[config.mk]
export PLATFORM = sky130hd
export DESIGN_NAME = tick_bcd_counter
export DESIGN_NICKNAME = d
export VERILOG_FILES = /design/src/rtl/tick_bcd_counter.sv
export SDC_FILE = /design/constraint.sdc
export NUM_CORES = 1
export LEC_CHECK = 0
export CAP_MARGIN = 25
export CORE_AREA = 5 5 65 67
export CTS_CLUSTER_DIAMETER = 40
export DETAILED_ROUTE_END_ITERATION = 10
export DIE_AREA = 0 0 70 72
export PLACE_DENSITY = 0.84
export SYNTH_ARGS = -nofsm -noshare
export SYNTH_HDL_FRONTEND = slang
export SYNTH_SLANG_ARGS = --single-unit
export TNS_END_PERCENT = 5
[constraint.sdc]
create_clock -name clk -period 3.9 [get_ports clk]
set_clock_uncertainty 0.15 [all_clocks]
set_input_delay 0.585 -clock clk [delete_from_list [all_inputs] [get_ports clk]]
set_output_delay 0.585 -clock clk [all_outputs]
set_load 0.05 [all_outputs]
[src/rtl/tick_bcd_counter.sv]
// Four-digit BCD up/down counter advanced by rising edges of an upstream divided clock.
// The divided clock is synchronised and edge-detected as data, never used as a clock.
module tick_bcd_counter #(
    parameter int SYNC_STAGES = 2,   // legal range 2..4
    parameter bit WRAP        = 1'b1
) (
    input  logic        clk,
    input  logic        rst,
    input  logic        div_clk_in,
    input  logic        en,
    input  logic        up,
    input  logic        load,
    input  logic [15:0] load_val,
    output logic [15:0] bcd,
    output logic        step_o,
    output logic        tc,
    output logic        err
);

    localparam logic [15:0] BCD_MAX = 16'h9999;
    localparam logic [15:0] BCD_MIN = 16'h0000;

    logic [SYNC_STAGES-1:0] sync;
    logic                   prev;
    logic [15:0]            inc_val;
    logic [15:0]            dec_val;
    logic                   load_ok;

    // Decimal increment: a 9 rolls to 0 and carries into the next digit.
    function automatic logic [15:0] bcd_inc(input logic [15:0] v);
        logic [15:0] r;
        logic        carry;
        // NOTE: blocking assignments are correct here; this is combinational
        // scratch work inside a function, not clocked state.
        r     = v;
        carry = 1'b1;
        for (int i = 0; i < 4; i++) begin
            if (carry) begin
                if (v[i*4 +: 4] == 4'd9) begin
                    r[i*4 +: 4] = 4'd0;
                end else begin
                    r[i*4 +: 4] = v[i*4 +: 4] + 4'd1;
                    carry       = 1'b0;
                end
            end
        end
        return r;
    endfunction

    function automatic logic [15:0] bcd_dec(input logic [15:0] v);
        logic [15:0] r;
        logic        borrow;
        r      = v;
        borrow = 1'b1;
        for (int i = 0; i < 4; i++) begin
            if (borrow) begin
                if (v[i*4 +: 4] == 4'd0) begin
                    r[i*4 +: 4] = 4'd9;
                end else begin
                    r[i*4 +: 4] = v[i*4 +: 4] - 4'd1;
                    borrow      = 1'b0;
                end
            end
        end
        return r;
    endfunction

    function automatic logic digits_valid(input logic [15:0] v);
        logic ok;
        ok = 1'b1;
        for (int i = 0; i < 4; i++) begin
            if (v[i*4 +: 4] > 4'd9) ok = 1'b0;
        end
        return ok;
    endfunction

    assign inc_val = bcd_inc(bcd);
    assign dec_val = bcd_dec(bcd);
    assign load_ok = digits_valid(load_val);

    // Flops reset high so a div_clk_in already high at reset release is not an edge.
    always_ff @(posedge clk) begin
        // NOTE: non-blocking assignments for all clocked state, so every flop
        // samples the pre-edge value of its neighbours.
        if (rst) begin
            sync <= '1;
            prev <= 1'b1;
        end else begin
            sync <= {sync[SYNC_STAGES-2:0], div_clk_in};
            prev <= sync[SYNC_STAGES-1];
        end
    end

    assign step_o = sync[SYNC_STAGES-1] & ~prev;

    // Priority: reset, then load, then a counted step, else hold.
    always_ff @(posedge clk) begin
        if (rst) begin
            bcd <= BCD_MIN;
            tc  <= 1'b0;
            err <= 1'b0;
        end else begin
            tc <= 1'b0;
            if (load) begin
                if (load_ok) bcd <= load_val;
                else         err <= 1'b1;
            end else if (step_o && en) begin
                if (up) begin
                    if (bcd == BCD_MAX) begin
                        tc <= 1'b1;
                        if (WRAP) bcd <= BCD_MIN;
                    end else begin
                        bcd <= inc_val;
                    end
                end else begin
                    if (bcd == BCD_MIN) begin
                        tc <= 1'b1;
                        if (WRAP) bcd <= BCD_MAX;
                    end else begin
                        bcd <= dec_val;
                    end
                end
            end
        end
    end

endmodule

### After elaboration in Yosys (flattened, before gate mapping)

Cells that the tools add are included.

* bits in registers: 21
* input port bits: 22
* output and inout bits: 19
* word-level logic and storage cells: 86

* add/sub/neg operators: 8
* order comparisons: 4
* eq/ne operators: 9
* muxes and demuxes: 37
* bitwise logic cells: 4
* reduce and logical (&&, ||, !) cells: 16

Operators by type and width (count)
* $mux 16: 6
* $mux 4: 14
* $mux 1: 17
* $add 4x1->4 const B: 4
* $eq 16x16->1 const B: 1
* $eq 4x4->1 const B: 4
* $gt 4x4->1 const B: 4
* $logic_not 16->1: 1
* $logic_not 4->1: 4
* $sub 4x1->4 const B: 4
* $ne 4x1->1 const B: 3
* $reduce_and 4->1: 3
* $reduce_bool 4->1: 3
* $reduce_and 2->1: 2
* $not 1->1: 3
* $reduce_or 3->1: 1
* $ne 2x1->1 const B: 1
* $reduce_bool 2->1: 1
* $and 1x1->1: 1
* $logic_and 1x1->1: 1

### Depth between registers and ports, before layout

Gate-level depths: netlist (run 1).

* word-level depth: 9
* gate-level depth with buffers: 7
* depth with buffers taken out: 7

### Worst setup path before layout (run 1)

No wires, ideal clock.

* path type: register to register
* start: register sync[1]
* end: register bcd[15]
* setup time: 116 ps
* arrival time: 2247 ps
* required time: 3634 ps
* slack: 1387 ps
* stages on the path, launching flop included: 6
* buffers on the path: 0
* period minus slack after synthesis: 2513 ps
* cells stage by stage: dfxtp_1 nor2b_1 nand3_2 o21a_1 or4_1 o211a_1

* longest elaborated chain between the ends: 4

Ends and longest elaborated chain
* start: declaration: line 23 `logic [SYNC_STAGES-1:0] sync;`
* start signal: assignment: line 89 `sync <= {sync[SYNC_STAGES-2:0], div_clk_in};`
* $and 1x1->1: line 94 `assign step_o = sync[SYNC_STAGES-1] & ~prev;`
* net step_o: line 15 `output logic step_o,`
* $logic_and 1x1->1: line 107 `end else if (step_o && en) begin`
* $reduce_bool 2->1 (no line)
* $reduce_and 4->1 (no line)
* end signal: assignment: line 105 `if (load_ok) bcd <= load_val;`
* end signal: assignment: line 113 `bcd <= inc_val;`
* end signal: assignment: line 120 `bcd <= dec_val;`
* end: declaration: line 14 `output logic [15:0] bcd,`

The timed path passes the listed nets, and every way through them passes these cells.
A chain may end at the register's enable or synchronous reset.

### Worst setup path after layout (run 1)

* start: input up
* end: register bcd[12]

* longest elaborated chain between the ends: 3
* elaborated cells on any way between the ends: 6
* classes of those cells: eq/ne: 1; mux: 3; reduce/logical: 2

Ends and longest elaborated chain
* start: declaration: line 11 `input logic up,`
* $mux 16: line 108 `if (up) begin`
* $mux 16: line 107
* $mux 16: line 104 `if (load) begin`

Several ways; a longest one is shown, not always the timed one. The select of a mux whose other input is x is not followed.

==> impl_metrics.py, run 1 <==
metrics = {
    "run_status": {
        "status": "completed",
    },
    "logic_synthesis": {
        "synth_area_leaders": "dfxtp_1 (22%), ha_1 (11%), o21ai_0 (4.0%)",
        "yosysWarnings": 0,
        "ys_seq_area_share_pct": 22.2,
        "syn_area_um2": 1900,
        "synth_area_leader_cell": "dfxtp_1",
        "synth-seq-cells": 21,
        "synth_edf_count": 0,
        "synth.net_count": 268,
        "synth_top_area_share_pct": 22.2,
        "async_flop_share_pct": 0,
        "syn_avg_cell_area_um2": 8.24,
        "syn_inst": 230,
        "synth-main-ff-cell": "dfxtp_1",
        "yosys.cell_types.count": 64,
    },
    "worst_setup_path": {
        "cpPeakStageDelay_ns": 0.81,
        "cp_slowest_cell": "clkdlybuf4s50_1",
        "worstPathRequired_ns": 3.98,
        "crit_fanout": 22,
        "endpoint_kind": "flop",
        "crit_family": "simple AND/OR/NAND/NOR gates",
        "path_cells": "clkdlybuf4s50_1 > or4b_4 > a221oi_2 > a21oi_1 > or4_1 > o31ai_1",
        "start_kind": "input pin",
        "arrival_ns": 2.81,
        "criticalPathCategory": "in -> reg",
        "critPathBufInv": 1,
    },
    "clocking": {
        "cts-htree-levels": 1,
        "worstSkewPairLatency_ns": 0.33,
        "cts_tree": "done",
        "cts-hold-fix-buffers": 0,
        "cts_buffer_depth": 2,
        "clockRootBuffer": "clkbuf_4",
        "clock-sinks": 21,
        "clk_pin_slew_ns": 0.11,
        "cts_resized": 0,
        "cts_buffers": 3,
        "post_cts_buffers": 0,
    },
    "detailed_routing": {
        "dr_total_vias": 1929,
        "wirelength_mm": 5.18,
        "first_pass_iters": 4,
        "wl_per_cell_um": 16.6,
        "drc": 0,
        "ant_nets": 0,
        "drt_iter0_drc": 161,
        "vias_per_cell": 6.20,
    },
    "global_routing": {
        "grt_max_degree": 23,
        "grt_usage_pct": 21.6,
        "antenna_found_initial": 0,
        "grt_pass1_vias": 1926,
        "grt_pass1_wl_mm": 9.00,
        "overflow": 0,
    },
    "power": {
        "powerDensity_nw_per_um2": 236,
        "ir_drop_mv": 0.181,
        "p_leak_uw": 0.000834,
    },
    "cells_and_area": {
        "fin_nets": 302,
        "n_fill_cell": 321,
        "final_cell_area_um2": 2330,
        "syn2layout_area_growth_pct": 22.8,
        "drive_gt1_share_pct": 9.13,
        "final_common_cell": "clkdlybuf4s50_1",
        "n_antenna_cell": 0,
        "final_cell_mix": "clkdlybuf4s50_1 (40), dfxtp_1 (21), nor2_1 (16), ha_1 (16)",
    },
    "sta": {
        "max_slew_margin_pct": 46.8,
        "drv_slew": 0,
        "fin_crit_ns": 2.74,
        "finalSetupViolations": 0,
        "tightestPinTransition_ns": 0.795,
        "hold_viol": 0,
        "fin_tns_setup_ns": 0,
        "fmax_mhz": 366,
        "fin_crit_sh_pct": 70.1,
        "rsz0062_at_grt": "no",
    },
    "floorplanning": {
        "core.rowCount": 22,
        "start_util_pct": 53.0,
        "die-area_um2": 5040,
        "die_h_um": 72,
        "io_pins": 41,
        "coreArea_um2": 3580,
        "die_x_um": 70,
    },
    "worst_hold_path": {
        "hold_path.class": "reg -> reg",
    },
    "placed_design": {
        "hpwl_mm": 3.77,
        "place.gp.congestion": 0.960,
        "place_area_um2": 2300,
        "port_buffers": 40,
    },
    "flow_run": {
        "cap_violations": 0,
    },
}
-- cell families after synthesis --
group,synth area share (%)
buffers and inverters,6.47
AO/OA/AOI/OAI,31.8
AND/OR/NAND/NOR,26.0
adder cells (fa/ha/maj),10.6
flip-flops,22.2
XOR/XNOR,1.39
multiplexers,1.58
-- worst register-to-register path: stages, from the launching register on --
cell and delay [ns]:
dfxtp_1 0.53, inv_1 0.13, ha_1 0.28, and4bb_1 0.24, and3_1 0.18, a211oi_2 0.39
nor2_1 0.14, o211a_1 0.22
-- routing by layer --
| layer | vias up | GRT usage [%] | share of wire (%) |
|---|---|---|---|
| li1 | 934 | - | - |
| met1 | 905 | 27.5 | 43 |
| met2 | 83 | 36.7 | 48 |
| met3 | 7 | 4.71 | 7.8 |
| met4 | 0 | 6.60 | 0.93 |
| met5 | - | 0 | 0 |
-- registers in the layout, summed over array words and instances (netlist names) --
signal  cells
bcd        16
prev        1
err         1
sync        2
tc          1
-- cells in the mapped netlist (4+ instances only) --
cell type and count:
nor3_1 4, o31ai_1 6, nor2_1 16, a21oi_1 10, inv_1 15, nand3b_1 4, a311oi_1 4, o21ai_0 15
buf_2 5, nor2b_1 7, nand2_1 15, nand3_1 6, a211oi_1 5, nand2b_1 4, dfxtp_1 21, ha_1 16
a31oi_1 5
-- power by group --
group,switching (µW),internal (µW)
logic,113,83.4
clock network,73.9,40.1
registers,16.5,224
total,203,347
-- worst paths after layout --
check,startpoint,to,slack [ns],cells past startpoint
worst max-delay path,up,bcd[12]$_SDFFE_PP0P_,1.16,6
worst min-delay path,sync[0]$_SDFF_PP1_,sync[1]$_SDFF_PP1_,0.28,1
worst max register to register,bcd[4]$_SDFFE_PP0P_,bcd[15]$_SDFFE_PP0P_,1.53,7
worst min register to register,sync[0]$_SDFF_PP1_,sync[1]$_SDFF_PP1_,0.28,1
-- stage by stage --
stage	util (%)	total power (µW)	worst slack (ns)	std cells	hold slack, ns
2_1_floorplan	-	374	1.39	230	0.239
3_3_place_gp	64.3	436	0.903	307	0.258
3_5_place_dp	64.3	439	0.855	307	0.252
4_1_cts	65.0	550	1.19	311	0.285
5_1_grt	65.0	579	1.01	311	0.301
6_report	65.0	550	1.16	311	0.279
-- final cells by class --
cell class | instances | area [µm²] | share of cell area, %
Tap cell | 48 | 60.1 | 2.58
Sequential cell | 21 | 420 | 18.1
Clock buffer | 4 | 26.3 | 1.13
Multi-Input combinational cell | 181 | 1350 | 58.1
Timing Repair Buffer | 41 | 408 | 17.5
Inverter | 16 | 60.1 | 2.58
(Power assumes the default switching activity.)
==> run 2, diff against run 1 <==
Settings changed: CORE_AREA 5 5 65 67 to 5 5 71 73, DIE_AREA 0 0 70 72 to 0 0 76 78, PLACE_DENSITY 0.84 to 0.74.
Clock period 3.9 ns to 2.4 ns, I/O delays scaled along.
==> impl_metrics.py, run 2 (synthesized netlist as in run 1, its figures left out) <==
metrics = {
    "detailed_routing": {
        "met2_length_mm": 2.71,
        "drt-met1-wl_mm": 2.61,
        "wl_per_cell_um": 16.7,
        "dr_total_vias": 2010,
        "drt_iter0_drc": 204,
        "ant_nets": 0,
        "vias_per_cell": 5.89,
        "wirelength_mm": 5.70,
        "met3_length_um": 291,
        "dr.max_layer_used": "met4",
        "first_pass_iters": 4,
        "drc": 0,
    },
    "worst_setup_path": {
        "arrival_ns": 1.71,
        "startpoint": "bcd[11]$_SDFFE_PP0P_",
        "crit_family": "buffers and inverters",
        "worstPathRequired_ns": 1.89,
        "reg2reg_depth": 7,
        "path_cells": "clkdlybuf4s50_1",
        "endpoint_kind": "primary output",
        "cp_num_cells": 1,
        "criticalPathCategory": "reg -> out",
        "cpPeakStageDelay_ns": 0.88,
        "rr_startpoint": "bcd[5]$_SDFFE_PP0P_",
        "crit_fanout": 11,
        "cp_slowest_cell": "clkdlybuf4s50_1",
        "start_kind": "flop",
        "critPathBufInv": 1,
    },
    "cells_and_area": {
        "n_fill_cell": 412,
        "top_register": "bcd",
        "largest_reg_flops": 16,
        "fin_nets": 328,
        "drive_gt1_share_pct": 18.0,
        "n_antenna_cell": 0,
        "final_common_cell": "clkdlybuf4s50_1",
        "final_cell_mix": "clkdlybuf4s50_1 (40), buf_4 (26), dfxtp_1 (20)",
        "syn2layout_area_growth_pct": 35.2,
        "reg.largest.list": "bcd: 16 flops, sync: 2 flops",
        "final_util_pct": 59.7,
    },
    "floorplanning": {
        "start_util_pct": 44.1,
        "die_x_um": 76,
        "coreArea_um2": 4290,
        "die-area_um2": 5930,
        "die_h_um": 78,
        "core.rowCount": 24,
        "io_pins": 41,
    },
    "sta": {
        "max_slew_margin_pct": 66.5,
        "drv_slew": 0,
        "rsz0062_at_grt": "no",
        "hold_viol": 0,
        "finalSetupViolations": 0,
        "tightestPinTransition_ns": 0.500,
        "fin_crit_ns": 2.22,
        "fmax_mhz": 451,
        "fin_crit_sh_pct": 92.3,
    },
    "clocking": {
        "worstSkewPairLatency_ns": 0.26,
        "clockRootBuffer": "clkbuf_8",
        "cts_resized": 0,
        "post_cts_buffers": 0,
        "clock-sinks": 21,
        "cts-hold-fix-buffers": 0,
        "cts_tree": "done",
        "clk_pin_slew_ns": 0.09,
        "cts-htree-levels": 1,
        "cts_buffers": 3,
        "cts_buffer_depth": 2,
    },
    "worst_hold_path": {
        "hold_path.class": "reg -> reg",
        "holdCritStartpoint": "sync[0]$_SDFF_PP1_",
        "whs_path_depth": 1,
    },
    "power": {
        "power_uw": 996,
        "ir_drop_mv": 0.208,
        "powerDensity_nw_per_um2": 389,
        "p_leak_uw": 0.000976,
    },
    "global_routing": {
        "grt_pass1_vias": 1957,
        "grt_pass1_wl_mm": 9.37,
        "grt_usage_pct": 18.9,
        "antenna_found_initial": 0,
        "grt_max_degree": 23,
        "overflow": 0,
    },
    "flow_run": {
        "cap_violations": 0,
    },
    "placed_design": {
        "port_buffers": 40,
        "hpwl_mm": 4.26,
        "place.gp.congestion": 0.877,
    },
    "run_status": {
        "status": "completed",
    },
}
==> run 2: path summary, 6_finish.rpt <==
path	slack (ns)	end
worst max-delay path	0.18	bcd[11]
worst min register to register	0.27	sync[1]$_SDFF_PP1_
worst max register to register	0.21	bcd[15]$_SDFFE_PP0P_
worst min-delay path	0.27	sync[1]$_SDFF_PP1_
==> run 2: report_power, final <==
| group | total, µW | leakage, µW | switching (µW) | internal [µW] |
|---|---|---|---|---|
| Combinational | 366 | 0.000781 | 201 | 165 |
| Sequential | 383 | 0.000172 | 19.9 | 363 |
| Clock | 246 | 0.0000228 | 127 | 118 |
==> run 2: final cells by class <==
cell class / count / area (µm²) / area share (%)
Inverter: 16 / 60.1 / 2.34
Tap cell: 52 / 65.1 / 2.54
Multi-Input combinational cell: 181 / 1360 / 52.9
Clock buffer: 4 / 45.0 / 1.76
Timing Repair Buffer: 67 / 616 / 24.0
Sequential cell: 21 / 422 / 16.5
==> run 2: metal layers <==
layer  global-route usage, %  up-vias
li1                        -      990
met1                    25.5      951
met2                    30.7       62
met3                    2.78        7
met4                    6.23        0
met5                       0        -
==> run 2: stage by stage <==
step	cell area, µm²	setup slack, ns	instances	hold slack (ns)	setup TNS (ns)
6_report	2560	0.184	341	0.268	0
5_1_grt	2560	0.0895	341	0.299	0
4_1_cts	2560	0.177	341	0.271	0
3_5_place_dp	2520	-0.0775	337	0.249	-0.270
3_3_place_gp	2520	0.0112	337	0.251	0
2_1_floorplan	1900	0.00274	230	0.239	0
